==> config.mk <==
export PLATFORM = sky130hd
export DESIGN_NAME = dff_pipe
export DESIGN_NICKNAME = d
export VERILOG_FILES = /design/src/rtl/dff_pipe.sv
export SDC_FILE = /design/constraint.sdc
export NUM_CORES = 1
export LEC_CHECK = 0
export BUFFER_PORTS_ARGS = -buffer_cell sky130_fd_sc_hd__buf_2
export CAP_MARGIN = 20
export CORE_MARGIN = 3
export CORE_UTILIZATION = 40
export CTS_CLUSTER_SIZE = 28
export DETAILED_ROUTE_END_ITERATION = 7
export PLACE_DENSITY = 0.73
export SLEW_MARGIN = 20
export SYNTH_ARGS = -nofsm -noshare
export SYNTH_HDL_FRONTEND = slang
export SYNTH_SLANG_ARGS = --single-unit
==> constraint.sdc <==
create_clock -name CK -period 11.1 [get_ports CK]
set_clock_uncertainty 0.1 [all_clocks]
set_input_delay 2.775 -clock CK [delete_from_list [all_inputs] [get_ports CK]]
set_output_delay 2.775 -clock CK [all_outputs]
set_load 0.05 [all_outputs]
==> src/rtl/dff_pipe.sv <==
// ============================================================================
// Module   : dff_pipe
// Purpose  : WIDTH x DEPTH D-flip-flop pipeline with per-stage valid, advance
//            enable, synchronous flush, tap mux and occupancy counter.
// Revision : 1.0 - initial release
// ============================================================================
`default_nettype none

module dff_pipe #(
  parameter int              WIDTH   = 8,
  parameter int              DEPTH   = 4,
  parameter logic [WIDTH-1:0] RST_VAL = '0,
  localparam int             TW      = (DEPTH > 1) ? $clog2(DEPTH) : 1,
  localparam int             CW      = $clog2(DEPTH + 1)
) (
  input  logic             CK,
  input  logic             RN,
  input  logic             EN,
  input  logic             CLR,
  input  logic [WIDTH-1:0] D,
  input  logic             DV,
  input  logic [TW-1:0]    TAP_SEL,
  output logic [WIDTH-1:0] Q,
  output logic             QV,
  output logic [WIDTH-1:0] TAP_Q,
  output logic             TAP_V,
  output logic [CW-1:0]    OCC
);

  logic [WIDTH-1:0] r_data [DEPTH];
  logic             r_vld  [DEPTH];
  logic [CW-1:0]    r_occ;
  logic [CW:0]      w_occ_sum;
  logic [WIDTH-1:0] w_tap_q;
  logic             w_tap_v;

  // One extra bit keeps the +DV/-leaving arithmetic from wrapping at full.
  assign w_occ_sum = {1'b0, r_occ} + {{CW{1'b0}}, DV} - {{CW{1'b0}}, r_vld[DEPTH-1]};

  always_ff @(posedge CK) begin
    if (!RN) begin
      for (int i = 0; i < DEPTH; i++) begin
        r_data[i] <= RST_VAL;
        r_vld[i]  <= 1'b0;
      end
      r_occ <= '0;
    end else if (CLR) begin
      for (int i = 0; i < DEPTH; i++) begin
        r_vld[i] <= 1'b0;
      end
      r_occ <= '0;
    end else if (EN) begin
      r_data[0] <= D;
      r_vld[0]  <= DV;
      for (int i = 1; i < DEPTH; i++) begin
        r_data[i] <= r_data[i-1];
        r_vld[i]  <= r_vld[i-1];
      end
      r_occ <= w_occ_sum[CW-1:0];
    end
  end

  // Out-of-range selects fall through to the zero defaults.
  always_comb begin
    w_tap_q = '0;
    w_tap_v = 1'b0;
    for (int i = 0; i < DEPTH; i++) begin
      if (TAP_SEL == TW'(i)) begin
        w_tap_q = r_data[i];
        w_tap_v = r_vld[i];
      end
    end
  end

  assign Q     = r_data[DEPTH-1];
  assign QV    = r_vld[DEPTH-1];
  assign TAP_Q = w_tap_q;
  assign TAP_V = w_tap_v;
  assign OCC   = r_occ;

endmodule

`default_nettype wire

==> results of run 1 <==
-- critical path, delay by kind of cell --
kind,cells,cell delay [ns]
buffers and inverters,2,0.53
muxes,1,0.56
-- sequential cells by signal, summed over array words and instances (netlist names) --
| signal | flops |
|---|---|
| r_data | 32 |
| r_vld | 4 |
| OCC | 3 |
-- synth_stat cells (all sizes together) --
| library cell | n |
|---|---|
| and3 | 35 |
| edfxtp | 35 |
| mux4 | 9 |
| buf | 5 |
| clkbuf | 5 |
| dfxtp | 4 |
| inv | 4 |
| nor2 | 3 |
| ha | 2 |
| mux2i | 2 |
| nand2 | 2 |
| nand2b | 2 |
| a211oi | 1 |
| fa | 1 |
| nor2b | 1 |
| o211ai | 1 |
| o21ai | 1 |
| o31ai | 1 |
| xnor2 | 1 |
-- where the power goes --
group          internal [mW]  switching, mW
logic                 0.0145         0.0342
registers              0.169        0.00477
clock network         0.0658         0.0479
total                  0.249         0.0869
-- final cells by class --
cell class,instances,area (µm²)
fill,371,2070
sequential,39,1130
multi-input combinational,62,572
timing repair buffer,36,183
clock buffer,5,68.8
tap,50,62.6
clock inverter,3,38.8
inverter,4,15.0
-- per-layer routing --
layer,up-vias,GRT usage [%]
li1,504,-
met1,529,17.7
met2,28,21.6
met3,4,5.37
met4,0,3.07
met5,-,0
-- final timing paths --
kind,endpoint,startpoint,cells after the start
hold reg to reg,OCC[2],OCC[2],2
setup reg to reg,OCC[2],r_vld[3],8
hold / removal,OCC[2],OCC[2],2
setup / recovery,TAP_Q[1],TAP_SEL[0],3
-- cell families (layout without fill, tap and decap cells) --
| logic type | count (synthesis) | count (layout) | share of synthesized area (%) |
|---|---|---|---|
| compound gates | 4 | 4 | 1.54 |
| xor+xnor | 1 | 1 | 0.490 |
| fa+ha+maj | 3 | 3 | 2.52 |
| buf+inv | 14 | 48 | 4.97 |
| flops | 39 | 39 | 63.3 |
| mux | 11 | 11 | 12.5 |
| simple gates | 43 | 43 | 14.8 |
==> results_dict.tcl, run 1 <==
set metrics [dict create \
    synth.largest_area_cell "edfxtp_1" \
    power.leakage_nw 0.961 \
    relSlewSlack_pct 55.8 \
    yosysWarnings 0 \
    synthTopCellsByArea "edfxtp_1 (59%), and3_1 (12%), mux4_2 (11%)" \
    drtAntennaViolNets 0 \
    finalPower_uw 336 \
    firstDrtPassIters 4 \
    cp.required_ns 8.23 \
    stdcell_count 199 \
    cts_resized 0 \
    cp_max_fo 9 \
    clock_path_buffers 2 \
    fin_util_pct 50.0 \
    core_um2 4140 \
    cp-end-kind "output port" \
    layout_common_cells "and3_1 (35), buf_2 (35), edfxtp_1 (35)" \
    grt_pass1_vias 1076 \
    wl_met3_um 226 \
    place_ws_ns 4.35 \
    regToRegSetupSlack_ns 9.15 \
    cap_viol_max_count 0 \
    critPathMaxStageDelay_ns 0.56 \
    grt-ovfl-total 0 \
    clk_pin_slew_worst_paths_ns 0.07 \
    clk_latency_ns 0.28 \
    cts-hold-fix-buffers 0 \
    finalInstanceArea_um2 2070 \
    dp.cells 191 \
    drt_iter0_drc 82 \
    synth_top_area_share_pct 58.8 \
    cts_tree "built" \
    syn-cell-area_um2 1790 \
    hold_viol 0 \
    cts.sinks 39 \
    wl_per_cell_um 17.0 \
    via_count 1065 \
    rows 23 \
    crit_chain "buf_2, mux4_2, buf_2" \
    grt_usage_pct 13.6 \
    wl_met1_mm 1.52 \
    numPortBuffers 35 \
    routed_wl_mm 3.38 \
    diodes 0 \
    fin_crit_sh_pct 60.7 \
    setup_tns_ns 0 \
    min_period_ns 6.74 \
    met2WireLength_mm 1.61 \
    rsz0062_at_grt "no" \
    die_w_um 72.9 \
    peakVddDrop_mv 0.0917 \
    h-tree-depth 2 \
    antenna_found_initial 0 \
    run_status "complete, no violations" \
    critPathKind "in -> out" \
    die_area_um2 5310 \
    via_per_inst 5.35 \
    cpMostUsedCell "buf_2" \
    synthCells 115 \
    gp_congestion 0.729 \
    worst_slack_ns 4.36 \
    cp_data_arrival_time_ns 3.86 \
    grt_start_max_net_pins 41 \
    top_layer "met4" \
    p_per_area_nw_per_um2 162 \
    grt_pass1_wl_mm 5.45 \
    worstSetupStartpointType "input port" \
    worst_pin_slew_ns 0.661 \
    clock-root-buffer "clkbuf_8" \
    drc 0 \
    crit_slowest_cell "mux4_2" \
    placed_area_um2 1960 \
    hold_class "reg -> reg" \
    holdWs_ns 0.415 \
    yosysUniqueCellTypes 21 \
    slew_violations 0 \
    finalSetupViolCount 0 \
    boundaryPins 36 \
    avgSynthCellArea_um2 15.5 \
    die_h_um 72.9 \
    ys_seq_elements 39 \
    seq_area_frac_synth_pct 63.3 \
    drive_gt1_share_pct 36.2 \
    fmax_ghz 0.148 \
    post_cts_buffers 0 \
    cts_made_buffers 5 \
    start_util_pct 43.1 \
    area_growth_pct 15.8 \
    dp.final_hpwl_mm 2.23 \
    fin_nets 166 \
    syn_nets 133 \
]
Power figures use the tool's default switching activity.
==> run 2, diff against run 1 <==
--- a/config.mk
+++ b/config.mk
@@ -5,13 +5,14 @@
 export SDC_FILE = /design/constraint.sdc
 export NUM_CORES = 1
 export LEC_CHECK = 0
+export ABC_AREA = 1
 export BUFFER_PORTS_ARGS = -buffer_cell sky130_fd_sc_hd__buf_2
 export CAP_MARGIN = 20
 export CORE_MARGIN = 3
 export CORE_UTILIZATION = 40
 export CTS_CLUSTER_SIZE = 28
 export DETAILED_ROUTE_END_ITERATION = 7
-export PLACE_DENSITY = 0.73
+export PLACE_DENSITY = 0.75
 export SLEW_MARGIN = 20
 export SYNTH_ARGS = -nofsm -noshare
 export SYNTH_HDL_FRONTEND = slang
==> constraint.sdc (replaced) <==
create_clock -name CK -period 5.8 [get_ports CK]
set_clock_uncertainty 0.1 [all_clocks]
set_input_delay 1.45 -clock CK [delete_from_list [all_inputs] [get_ports CK]]
set_output_delay 1.45 -clock CK [all_outputs]
set_load 0.05 [all_outputs]
==> results_dict.tcl, run 2 <==
set metrics [dict create \
    run_status "complete, no violations" \
    ys_seq_elements 39 \
    firstDrtPassIters 4 \
    h-tree-depth 2 \
    diodes 0 \
    worstSetupStartpointType "input port" \
    drc 0 \
    synthCells 198 \
    rsz0062_at_grt "no" \
    clk_pin_slew_worst_paths_ns 0.07 \
    area_growth_pct 15.0 \
    synthTopCellsByArea "edfxtp_1 (55%), nand2_1 (9.2%), inv_1 (8.6%)" \
    routed_wl_mm 3.35 \
    boundaryPins 36 \
    cts-hold-fix-buffers 0 \
    async_flop_share_pct 0 \
    drtAntennaViolNets 0 \
    grt_pass1_wl_mm 5.49 \
    numPortBuffers 35 \
    worst_slack_ns 1.63 \
    slew_violations 0 \
    seq_area_frac_synth_pct 59.2 \
    gp_congestion 0.733 \
    synth.largest_area_cell "edfxtp_1" \
    start_util_pct 42.7 \
    cts_resized 0 \
    placed_area_um2 2120 \
    cts.sinks 39 \
    core_um2 4470 \
    via_per_inst 4.51 \
    fin_nets 256 \
    synth_common_cells "nand2_1 (47), inv_1 (44), edfxtp_1 (35)" \
    syn_nets 216 \
    cap_viol_max_count 0 \
    multi_input_area_um2 559 \
    synth_adder_area_share_pct 2.36 \
    min_period_ns 4.17 \
    antenna_found_initial 0 \
    cts_tree "built" \
    finalPower_uw 596 \
    cp_data_arrival_time_ns 2.62 \
    critPathKind "in -> out" \
    dp.cells 283 \
    rows 24 \
    clock-root-buffer "clkbuf_8" \
    hold_viol 0 \
    place_ws_ns 1.61 \
    die_area_um2 5650 \
    drt_iter0_drc 100 \
    fmax_ghz 0.240 \
    clock_path_buffers 2 \
    layout_common_cells "nand2_1 (47), inv_1 (44), buf_2 (35), edfxtp_1 (35), nor2_1 (31)" \
    largest_reg_flops 32 \
    relSlewSlack_pct 55.7 \
    yosysUniqueCellTypes 19 \
    peakVddDrop_mv 0.109 \
    synth_flop_cell "edfxtp_1" \
    synth_edf_count 35 \
    stdcell_count 291 \
    fin_util_pct 49.1 \
    synth_top_family_by_area "simple AND/OR/NAND/NOR gates" \
    synthSimpleGateAreaFrac_pct 26.0 \
    power.leakage_nw 0.992 \
    holdWs_ns 0.405 \
    synth_xor_area_share_pct 0 \
    drive_gt1_share_pct 23.8 \
    fillers 420 \
    avgSynthCellArea_um2 9.66 \
    syn-cell-area_um2 1910 \
    grt_pass1_vias 1233 \
    clk_latency_ns 0.28 \
    cp-end-kind "output port" \
    wl_per_cell_um 11.5 \
    synth_compound_area_share_pct 0.916 \
    fin_crit_sh_pct 71.9 \
    grt_start_max_net_pins 38 \
    grt_usage_pct 12.9 \
    cp.required_ns 4.25 \
    setup_tns_ns 0 \
    hold_class "reg -> reg" \
    dp.final_hpwl_mm 2.30 \
    regArea_um2 1130 \
    muxShareOfSynthArea_pct 0 \
    yosysWarnings 0 \
    grt-ovfl-total 0 \
    post_cts_buffers 0 \
    p_per_area_nw_per_um2 271 \
    worst_pin_slew_ns 0.662 \
    cp_max_fo 9 \
    layout_commonest_cell "nand2_1" \
    via_count 1313 \
    yosysMostFrequentCell "nand2_1" \
    largest_register "r_data" \
    synth_top_area_share_pct 55.0 \
    die_h_um 75.1 \
    cts_made_buffers 5 \
    finalSetupViolCount 0 \
    die_w_um 75.1 \
    finalInstanceArea_um2 2200 \
]
[run 2: worst paths after layout]
check / cells after the start / endpoint / start / slack (ns)
worst max-delay path: 5 / TAP_Q[1] / TAP_SEL[1] / 1.63
worst min-delay path: 2 / OCC[2] / OCC[2] / 0.40
worst max register to register: 10 / OCC[2] / r_vld[3] / 3.85
worst min register to register: 2 / OCC[2] / OCC[2] / 0.40
[run 2: layer usage]
| layer | up-vias | wire length [µm] | GRT usage [%] |
|---|---|---|---|
| li1 | 693 | - | - |
| met1 | 577 | 1490 | 16.7 |
| met2 | 39 | 1580 | 21.2 |
| met3 | 4 | 243 | 3.87 |
| met4 | 0 | 40 | 3.50 |
| met5 | - | 0 | 0 |
[run 2: cell families after synthesis]
| group | count (synthesis) |
|---|---|
| flip-flops | 39 |
| AND/OR/NAND/NOR | 103 |
| adder cells (fa/ha/maj) | 3 |
| buffers and inverters | 50 |
| AO/OA/AOI/OAI | 3 |
[run 2: final cells by class]
cell class / instances / share of cell area (%)
flip-flops and latches: 39 / 51.5
multi-input cells: 109 / 25.4
repair buffers: 36 / 8.31
inverters: 47 / 8.14
clock buffers: 7 / 3.47
well taps: 52 / 2.96
clock inverters: 1 / 0.228
[run 2: report_power, final]
part / total, mW / switching [mW] / leakage [nW] / internal (mW)
Sequential: 0.331 / 0.00813 / 0.399 / 0.323
Combinational: 0.0921 / 0.0705 / 0.551 / 0.0216
Clock: 0.173 / 0.0883 / 0.0422 / 0.0843
[run 2: worst max-delay path, cell delays in order]
cell	delay, ns
buf_2	0.12
nor2_1	0.53
nand2_1	0.12
nand4_1	0.13
buf_2	0.27
